==> config.mk <==
export PLATFORM = sky130hd
export DESIGN_NAME = rom_dl_arbiter
export DESIGN_NICKNAME = d
export VERILOG_FILES = /design/src/rtl/rom_dl_arbiter.sv
export SDC_FILE = /design/constraint.sdc
export NUM_CORES = 1
export LEC_CHECK = 0
export BUFFER_PORTS_ARGS = -buffer_cell sky130_fd_sc_hd__buf_2
export CAP_MARGIN = 0
export CORE_AREA = 2 2 149 107
export CTS_CLUSTER_DIAMETER = 60
export DETAILED_ROUTE_END_ITERATION = 10
export DIE_AREA = 0 0 151 109
export HOLD_SLACK_MARGIN = 0.1
export PLACE_DENSITY = 0.66
export SLEW_MARGIN = 5
export SYNTH_ARGS = -nofsm -noshare
export SYNTH_HDL_FRONTEND = slang
export SYNTH_SLANG_ARGS = --single-unit
==> constraint.sdc <==
create_clock -name clk_sys -period 2.54 [get_ports clk_sys]
set_input_delay 0.381 -clock clk_sys [delete_from_list [all_inputs] [get_ports clk_sys]]
set_output_delay 0.381 -clock clk_sys [all_outputs]
set_load 0.01 [all_outputs]
==> src/rtl/rom_dl_arbiter.sv <==
// Buffers HPS download bytes and slots them into idle cycles of the core's ROM write port,
// sequencing core reset around the download. Optional checksum: define ROM_DL_CHECKSUM_EN.
module rom_dl_arbiter #(
    parameter int ADDR_W        = 17,
    parameter int FIFO_DEPTH    = 4,
    parameter int MAX_WAIT      = 7,
    parameter int SETTLE_CYCLES = 16
) (
    input  logic              clk_sys,
    input  logic              Reset_n,
    input  logic              dl_active,
    input  logic              dl_wr,
    input  logic [ADDR_W-1:0] dl_addr,
    input  logic [7:0]        dl_data,
    input  logic              cpu_req,
    output logic              cpu_stall,
    output logic              rom_we,
    output logic [ADDR_W-1:0] rom_addr,
    output logic [7:0]        rom_data,
    output logic              core_reset_n,
    output logic              fifo_full,
    output logic              dl_err,
    output logic [15:0]       dl_sum
);
    localparam int PTR_W  = $clog2(FIFO_DEPTH);
    localparam int CNT_W  = PTR_W + 1;
    localparam int WAIT_W = $clog2(MAX_WAIT + 1);
    localparam int SET_W  = $clog2(SETTLE_CYCLES + 1);
    localparam logic [CNT_W-1:0]  DEPTH_C     = CNT_W'(FIFO_DEPTH);
    localparam logic [WAIT_W-1:0] WAIT_MAX_C  = WAIT_W'(MAX_WAIT);
    localparam logic [SET_W-1:0]  SETTLE_LAST = SET_W'(SETTLE_CYCLES - 1);

    typedef enum logic [1:0] {SETTLE, RUN, LOAD, DRAIN} state_t;

    state_t             state, state_nxt;
    logic [ADDR_W+7:0]  fifo_mem [FIFO_DEPTH];
    logic [PTR_W-1:0]   wr_ptr, rd_ptr;
    logic [CNT_W-1:0]   count, count_nxt;
    logic [WAIT_W-1:0]  wait_cnt;
    logic [SET_W-1:0]   settle_cnt;
    logic               push_req, fifo_empty, issue, forced, push_ok, drop, load_entry;

    // A full FIFO still accepts a byte when the head leaves on the same edge.
    always_comb begin
        push_req   = dl_wr & dl_active;
        fifo_empty = (count == '0);
        issue      = !fifo_empty && (!cpu_req || wait_cnt == WAIT_MAX_C);
        forced     = issue & cpu_req;
        push_ok    = push_req && (count != DEPTH_C || issue);
        drop       = push_req && !push_ok;
        count_nxt  = count;
        if (push_ok && !issue) begin
            count_nxt = count + CNT_W'(1);
        end else if (!push_ok && issue) begin
            count_nxt = count - CNT_W'(1);
        end
    end

    // Emptiness is judged on the post-edge count so settle starts on the last pop.
    always_comb begin
        state_nxt = state;
        if (dl_active) begin
            state_nxt = LOAD;
        end else begin
            case (state)
                SETTLE:      state_nxt = (settle_cnt == SETTLE_LAST) ? RUN : SETTLE;
                RUN:         state_nxt = RUN;
                LOAD, DRAIN: state_nxt = (count_nxt == '0) ? SETTLE : DRAIN;
                default:     state_nxt = SETTLE;
            endcase
        end
        load_entry = (state != LOAD) && (state_nxt == LOAD);
    end

    always_ff @(posedge clk_sys) begin
        if (push_ok) begin
            fifo_mem[wr_ptr] <= {dl_addr, dl_data};
        end
    end

    always_ff @(posedge clk_sys or negedge Reset_n) begin
        if (!Reset_n) begin
            state        <= SETTLE;
            settle_cnt   <= '0;
            core_reset_n <= 1'b0;
            wr_ptr       <= '0;
            rd_ptr       <= '0;
            count        <= '0;
            fifo_full    <= 1'b0;
            wait_cnt     <= '0;
            rom_we       <= 1'b0;
            cpu_stall    <= 1'b0;
            rom_addr     <= '0;
            rom_data     <= '0;
            dl_err       <= 1'b0;
        end else begin
            state        <= state_nxt;
            core_reset_n <= (state_nxt == RUN);
            if (state == SETTLE && state_nxt == SETTLE) begin
                settle_cnt <= settle_cnt + SET_W'(1);
            end else begin
                settle_cnt <= '0;
            end

            if (push_ok) begin
                wr_ptr <= wr_ptr + PTR_W'(1);
            end
            if (issue) begin
                rd_ptr               <= rd_ptr + PTR_W'(1);
                {rom_addr, rom_data} <= fifo_mem[rd_ptr];
            end
            count     <= count_nxt;
            fifo_full <= (count_nxt == DEPTH_C);
            rom_we    <= issue;
            cpu_stall <= forced;

            if (fifo_empty || issue) begin
                wait_cnt <= '0;
            end else if (cpu_req && wait_cnt != WAIT_MAX_C) begin
                wait_cnt <= wait_cnt + WAIT_W'(1);
            end

            if (drop) begin
                dl_err <= 1'b1;
            end else if (load_entry) begin
                dl_err <= 1'b0;
            end
        end
    end

`ifdef ROM_DL_CHECKSUM_EN
    always_ff @(posedge clk_sys or negedge Reset_n) begin
        if (!Reset_n) begin
            dl_sum <= '0;
        end else if (load_entry) begin
            dl_sum <= '0;
        end else if (rom_we) begin
            dl_sum <= dl_sum + {8'h00, rom_data};
        end
    end
`else
    assign dl_sum = 16'h0000;
`endif

endmodule

==> impl.org <==
** Route
- Mean number of vias per cell :: 4.64
- Detailed-route wire length :: 9950 um
- Once detail routing completed, the nets flagged for antenna violations numbered 0.
- Number of DRC markers after the initial detailed-route iteration :: 149
- Before antenna repair, the detailed router went through 4 iterations.
- Via count :: 2720
- In the final routed layout, each cell accounts on average for 17.0 um.
- For this run, design rule violations remaining after detail routing come to 0.

** Pwr
- The analysis attributes to cell leakage a power of 2.64 nW.
- IR analysis of the VDD net gives a maximum drop of 700 uV.
- Total Power Consumption :: 7.59 mW
- In this run the power density over the cells is 1100 mW/mm^2.

** Synthesis
- Count of unique library cells instantiated by Yosys :: 36
- Part of the Yosys area used for sequential elements :: 0.726
- During synthesis, Yosys emitted a total of 0 warnings.
- Summed instance area of the synthesized netlist :: 0.00576 sq mm
- Counting flops and latches in the post-synthesis netlist gives 147.
- Synthesis produced 299 cells.
- Average size of a mapped cell :: 19.3 sq um

** Floorplan
- In this run the count of I/O pins placed on the die edge is 76.
- Die Span Y :: 109 um
- Die area :: 0.0165 sq mm
- In this run the horizontal extent of the chip is 151 um.
- For this configuration, the core starts out at a cell density of 0.381.
- Row Count :: 38
- In this run the standard cell core region covers 0.0151 sq mm.

** Layout
- Reg area :: 0.00418 sq mm
- After routing the design area is 0.00687 sq mm.
- The finished layout holds 586 standard cells, fillers aside.
- Filler Cell Count :: 1317
- At the end of the flow the core is filled with cells to 0.455.
- The area growth from synthesis to layout is 19.3%.
- Share of layout cells above drive strength 1 :: 0.418
- Summing all multi-input logic gate instances after layout gives 0.00146 sq mm.
- In the final design database the tool counted 413 nets.

** Clock tree
- Clock transition at the registers of the reported paths :: 0.06 ns
- CTS max path bufs :: 2
- Number of clock buffers inserted by TritonCTS :: 17
- Post-cts repair resize count :: 0
- TritonCTS clock tree :: done
- Number of H-tree branching levels :: 4
- # clock sinks :: 147
- Clock root cell :: sky130_fd_sc_hd__clkbuf_16
- At the later pin of the worst-skew pair, clock insertion delay measures 0.42 ns.

** Placement
- After legalization and detailed placement, the total HPWL measured 6330 um.
- Number of buffers inserted by port buffering :: 59
- After detailed placement, the total cell area comes to 0.00628 sq mm.
- Counting tap cells, the placed design contains a total of 552 instances.
- At the placement stage, the worst setup path has a slack of 0.379 ns.
- At the end of routability-driven placement, the weighted congestion stood at 0.729.

** Timing
- Relative slew slack :: 0.529
- The count of endpoints failing hold in the final timing report came to 0.
- For this run, the top clock speed supported by timing is 457 MHz.
- In the finished design, the share of the clock period the worst path needs comes to 0.861.
- Final Max Slew Viols :: 0
- Post-route minimum period :: 2.19 ns
- The clock arrives with 0.00556 ns of skew.
- Worst Setup Slack, final :: 0.354 ns
- For the pin with the worst max-slew slack, the measured transition is 0.706 ns.
- Setup violations remaining at the end of the flow were counted as 0.
- Setup repair after global routing left no endpoint under its margin.
- Hold timing on the final database bottoms out at a slack of 0.176 ns.
- Adding up every negative setup slack in the final design gives 0 ns.

** Critical path
- Largest fanout of any net on the critical path :: 6
- The worst setup path is launched from a flip-flop.
- The slowest stage of the critical path is the sky130_fd_sc_hd__dfrtp_1 cell.
- In this run the register-to-register setup slack is 0.35 ns.
- Among the stages of the critical path, the cell type that occurs most often is sky130_fd_sc_hd__ha_1.
- STA puts the critical path data arrival time at 2.50 ns.
- The critical path is of the reg2reg type.
- Ordered list of cells on the worst path :: ha_1, ha_1, and2b_1, o211ai_4, mux2_2, a211o_1, a21o_1
- Critical Path Sink Type :: flip-flop
- At the worst endpoint, the required time is 2.85 ns.
- The largest single stage delay on the critical path is 0.38 ns.

** Worst hold path
- The tightest min-delay check is of the in2reg type.

** Global route
- The number of antenna violations at the first check in global routing came to 1.
- The via count of the first global-routing pass came to 2829.
- Largest net degree at the start of global routing :: 26
- After global routing the overflow that remains totals 0.
- Global-route usage over all layers :: 0.134
- First-pass GRT wire length :: 15500 um

** Job
- Max-capacitance violation count :: 0

** Run status
- The flow ran to the end, and the final reports show no timing, DRC or antenna violations.
[flip-flops by register name (all words and copies together), names as in the netlist]
register,cells
rom_we,1
fifo_full,1
wait_cnt,3
state,2
rom_addr,17
wr_ptr,2
rom_data,8
core_reset_n,1
count,3
rd_ptr,2
settle_cnt,5
dl_err,1
cpu_stall,1
fifo_mem,100
[where the power goes]
| group | total [mW] | internal, mW | switching [mW] |
|---|---|---|---|
| Sequential | 3.31 | 3.05 | 0.257 |
| Clock | 2.43 | 1.52 | 0.910 |
| Combinational | 1.85 | 0.974 | 0.878 |
[layout by cell type, fill, tap and decap left out, types with 4 or more instances in the layout]
master / n
sky130_fd_sc_hd__mux4_2: 25
sky130_fd_sc_hd__and3_2: 8
sky130_fd_sc_hd__ha_1: 11
sky130_fd_sc_hd__dfrtp_1: 46
sky130_fd_sc_hd__mux2_2: 26
sky130_fd_sc_hd__a21oi_1: 4
sky130_fd_sc_hd__edfxtp_1: 100
sky130_fd_sc_hd__xnor2_1: 4
sky130_fd_sc_hd__buf_2: 59
sky130_fd_sc_hd__conb_1: 16
sky130_fd_sc_hd__nand2_1: 6
sky130_fd_sc_hd__nor2_1: 6
sky130_fd_sc_hd__clkbuf_16: 17
sky130_fd_sc_hd__inv_1: 6
[final cells by class]
| type | count | area share |
|---|---|---|
| inverter | 6 | 0.00328 |
| antenna | 1 | 0.000364 |
| tap | 200 | 0.0364 |
| clock inverter | 9 | 0.0151 |
| multi-input combinational | 136 | 0.213 |
| sequential | 147 | 0.608 |
| timing repair buffer | 64 | 0.0543 |
| clock buffer | 23 | 0.0695 |
[repair_timing]
item                                   4_1_cts  5_1_grt
endpoints found under the hold margin       23        0
hold buffers                                 1        0
setup buffers                                0        0
[worst max-delay path: cells and delay by family, from the launching register on]
| kind | cells | cell delay, ns |
|---|---|---|
| mux | 1 | 0.30 |
| simple gates | 1 | 0.37 |
| fa+ha+maj | 2 | 0.41 |
| compound gates | 3 | 0.61 |
| flops | 1 | 0.38 |
[cell usage after synthesis]
cell                        number  area (sq um)
sky130_fd_sc_hd__and2_2          1          7.51
sky130_fd_sc_hd__nor3_1          2          10.0
sky130_fd_sc_hd__a41oi_1         1          8.76
sky130_fd_sc_hd__o21a_1          1          7.51
sky130_fd_sc_hd__edfxtp_1      100          3000
sky130_fd_sc_hd__and3_1          6          37.5
sky130_fd_sc_hd__nand3_1         2          10.0
sky130_fd_sc_hd__mux2_2         26           293
sky130_fd_sc_hd__buf_2           5          25.0
sky130_fd_sc_hd__o2111ai_1       1          8.76
sky130_fd_sc_hd__or2b_2          1          8.76
sky130_fd_sc_hd__o21ai_0         3          15.0
sky130_fd_sc_hd__and3_2          4          30.0
sky130_fd_sc_hd__xnor2_1         4          35.0
sky130_fd_sc_hd__nor2_1          7          26.3
sky130_fd_sc_hd__mux4_2         25           563
sky130_fd_sc_hd__and2_4          2          17.5
sky130_fd_sc_hd__a211o_1         1          8.76
sky130_fd_sc_hd__o211ai_4        1          21.3
sky130_fd_sc_hd__a31oi_1         1          6.26
sky130_fd_sc_hd__nand4b_2        1          15.0
sky130_fd_sc_hd__buf_4          17           128
sky130_fd_sc_hd__nand2_1         6          22.5
sky130_fd_sc_hd__xor2_1          2          17.5
sky130_fd_sc_hd__dfrtp_1        47          1180
sky130_fd_sc_hd__clkbuf_1        3          11.3
sky130_fd_sc_hd__a21oi_1         4          20.0
sky130_fd_sc_hd__and2b_1         1          7.51
sky130_fd_sc_hd__and4_2          1          10.0
sky130_fd_sc_hd__conb_1          1          3.75
sky130_fd_sc_hd__ha_1           11           138
sky130_fd_sc_hd__nand2b_1        1          6.26
sky130_fd_sc_hd__nor2b_2         1          8.76
sky130_fd_sc_hd__a221oi_2        1          15.0
sky130_fd_sc_hd__a21o_1          2          15.0
sky130_fd_sc_hd__inv_1           6          22.5
[routing by layer]
| layer | track usage | vias up | routed length (um) |
|---|---|---|---|
| met5 | 0 | - | 0 |
| met4 | 0.0581 | 0 | 152 |
| met3 | 0.0515 | 14 | 555 |
| met2 | 0.200 | 66 | 4620 |
| met1 | 0.176 | 1363 | 4630 |
| li1 | - | 1277 | - |
[final timing paths]
check                       startpoint               to  cells after the start
setup / recovery           wait_cnt[0]         state[1]                      7
hold / removal             dl_addr[11]  fifo_mem[0][19]                      1
setup reg to reg           wait_cnt[0]         state[1]                      7
hold reg to reg            wait_cnt[0]      wait_cnt[0]                      1
max in group asynchronous      Reset_n      rom_addr[6]                      3
min in group asynchronous      Reset_n      rom_data[5]                      2
[cell families (layout without fill, tap and decap cells)]
| logic type | count (synthesis) | after routing | synth area share |
|---|---|---|---|
| buffers and inverters | 31 | 102 | 0.0324 |
| adders and majority gates | 11 | 11 | 0.0239 |
| xor gates and xnor gates | 6 | 6 | 0.00912 |
| other | 1 | 17 | 0.000651 |
| AOI/OAI and AO/OA | 16 | 16 | 0.0219 |
| muxes | 51 | 51 | 0.149 |
| and+or+nand+nor | 36 | 36 | 0.0378 |
| DFF | 147 | 147 | 0.726 |
(Power assumes the default switching activity.)
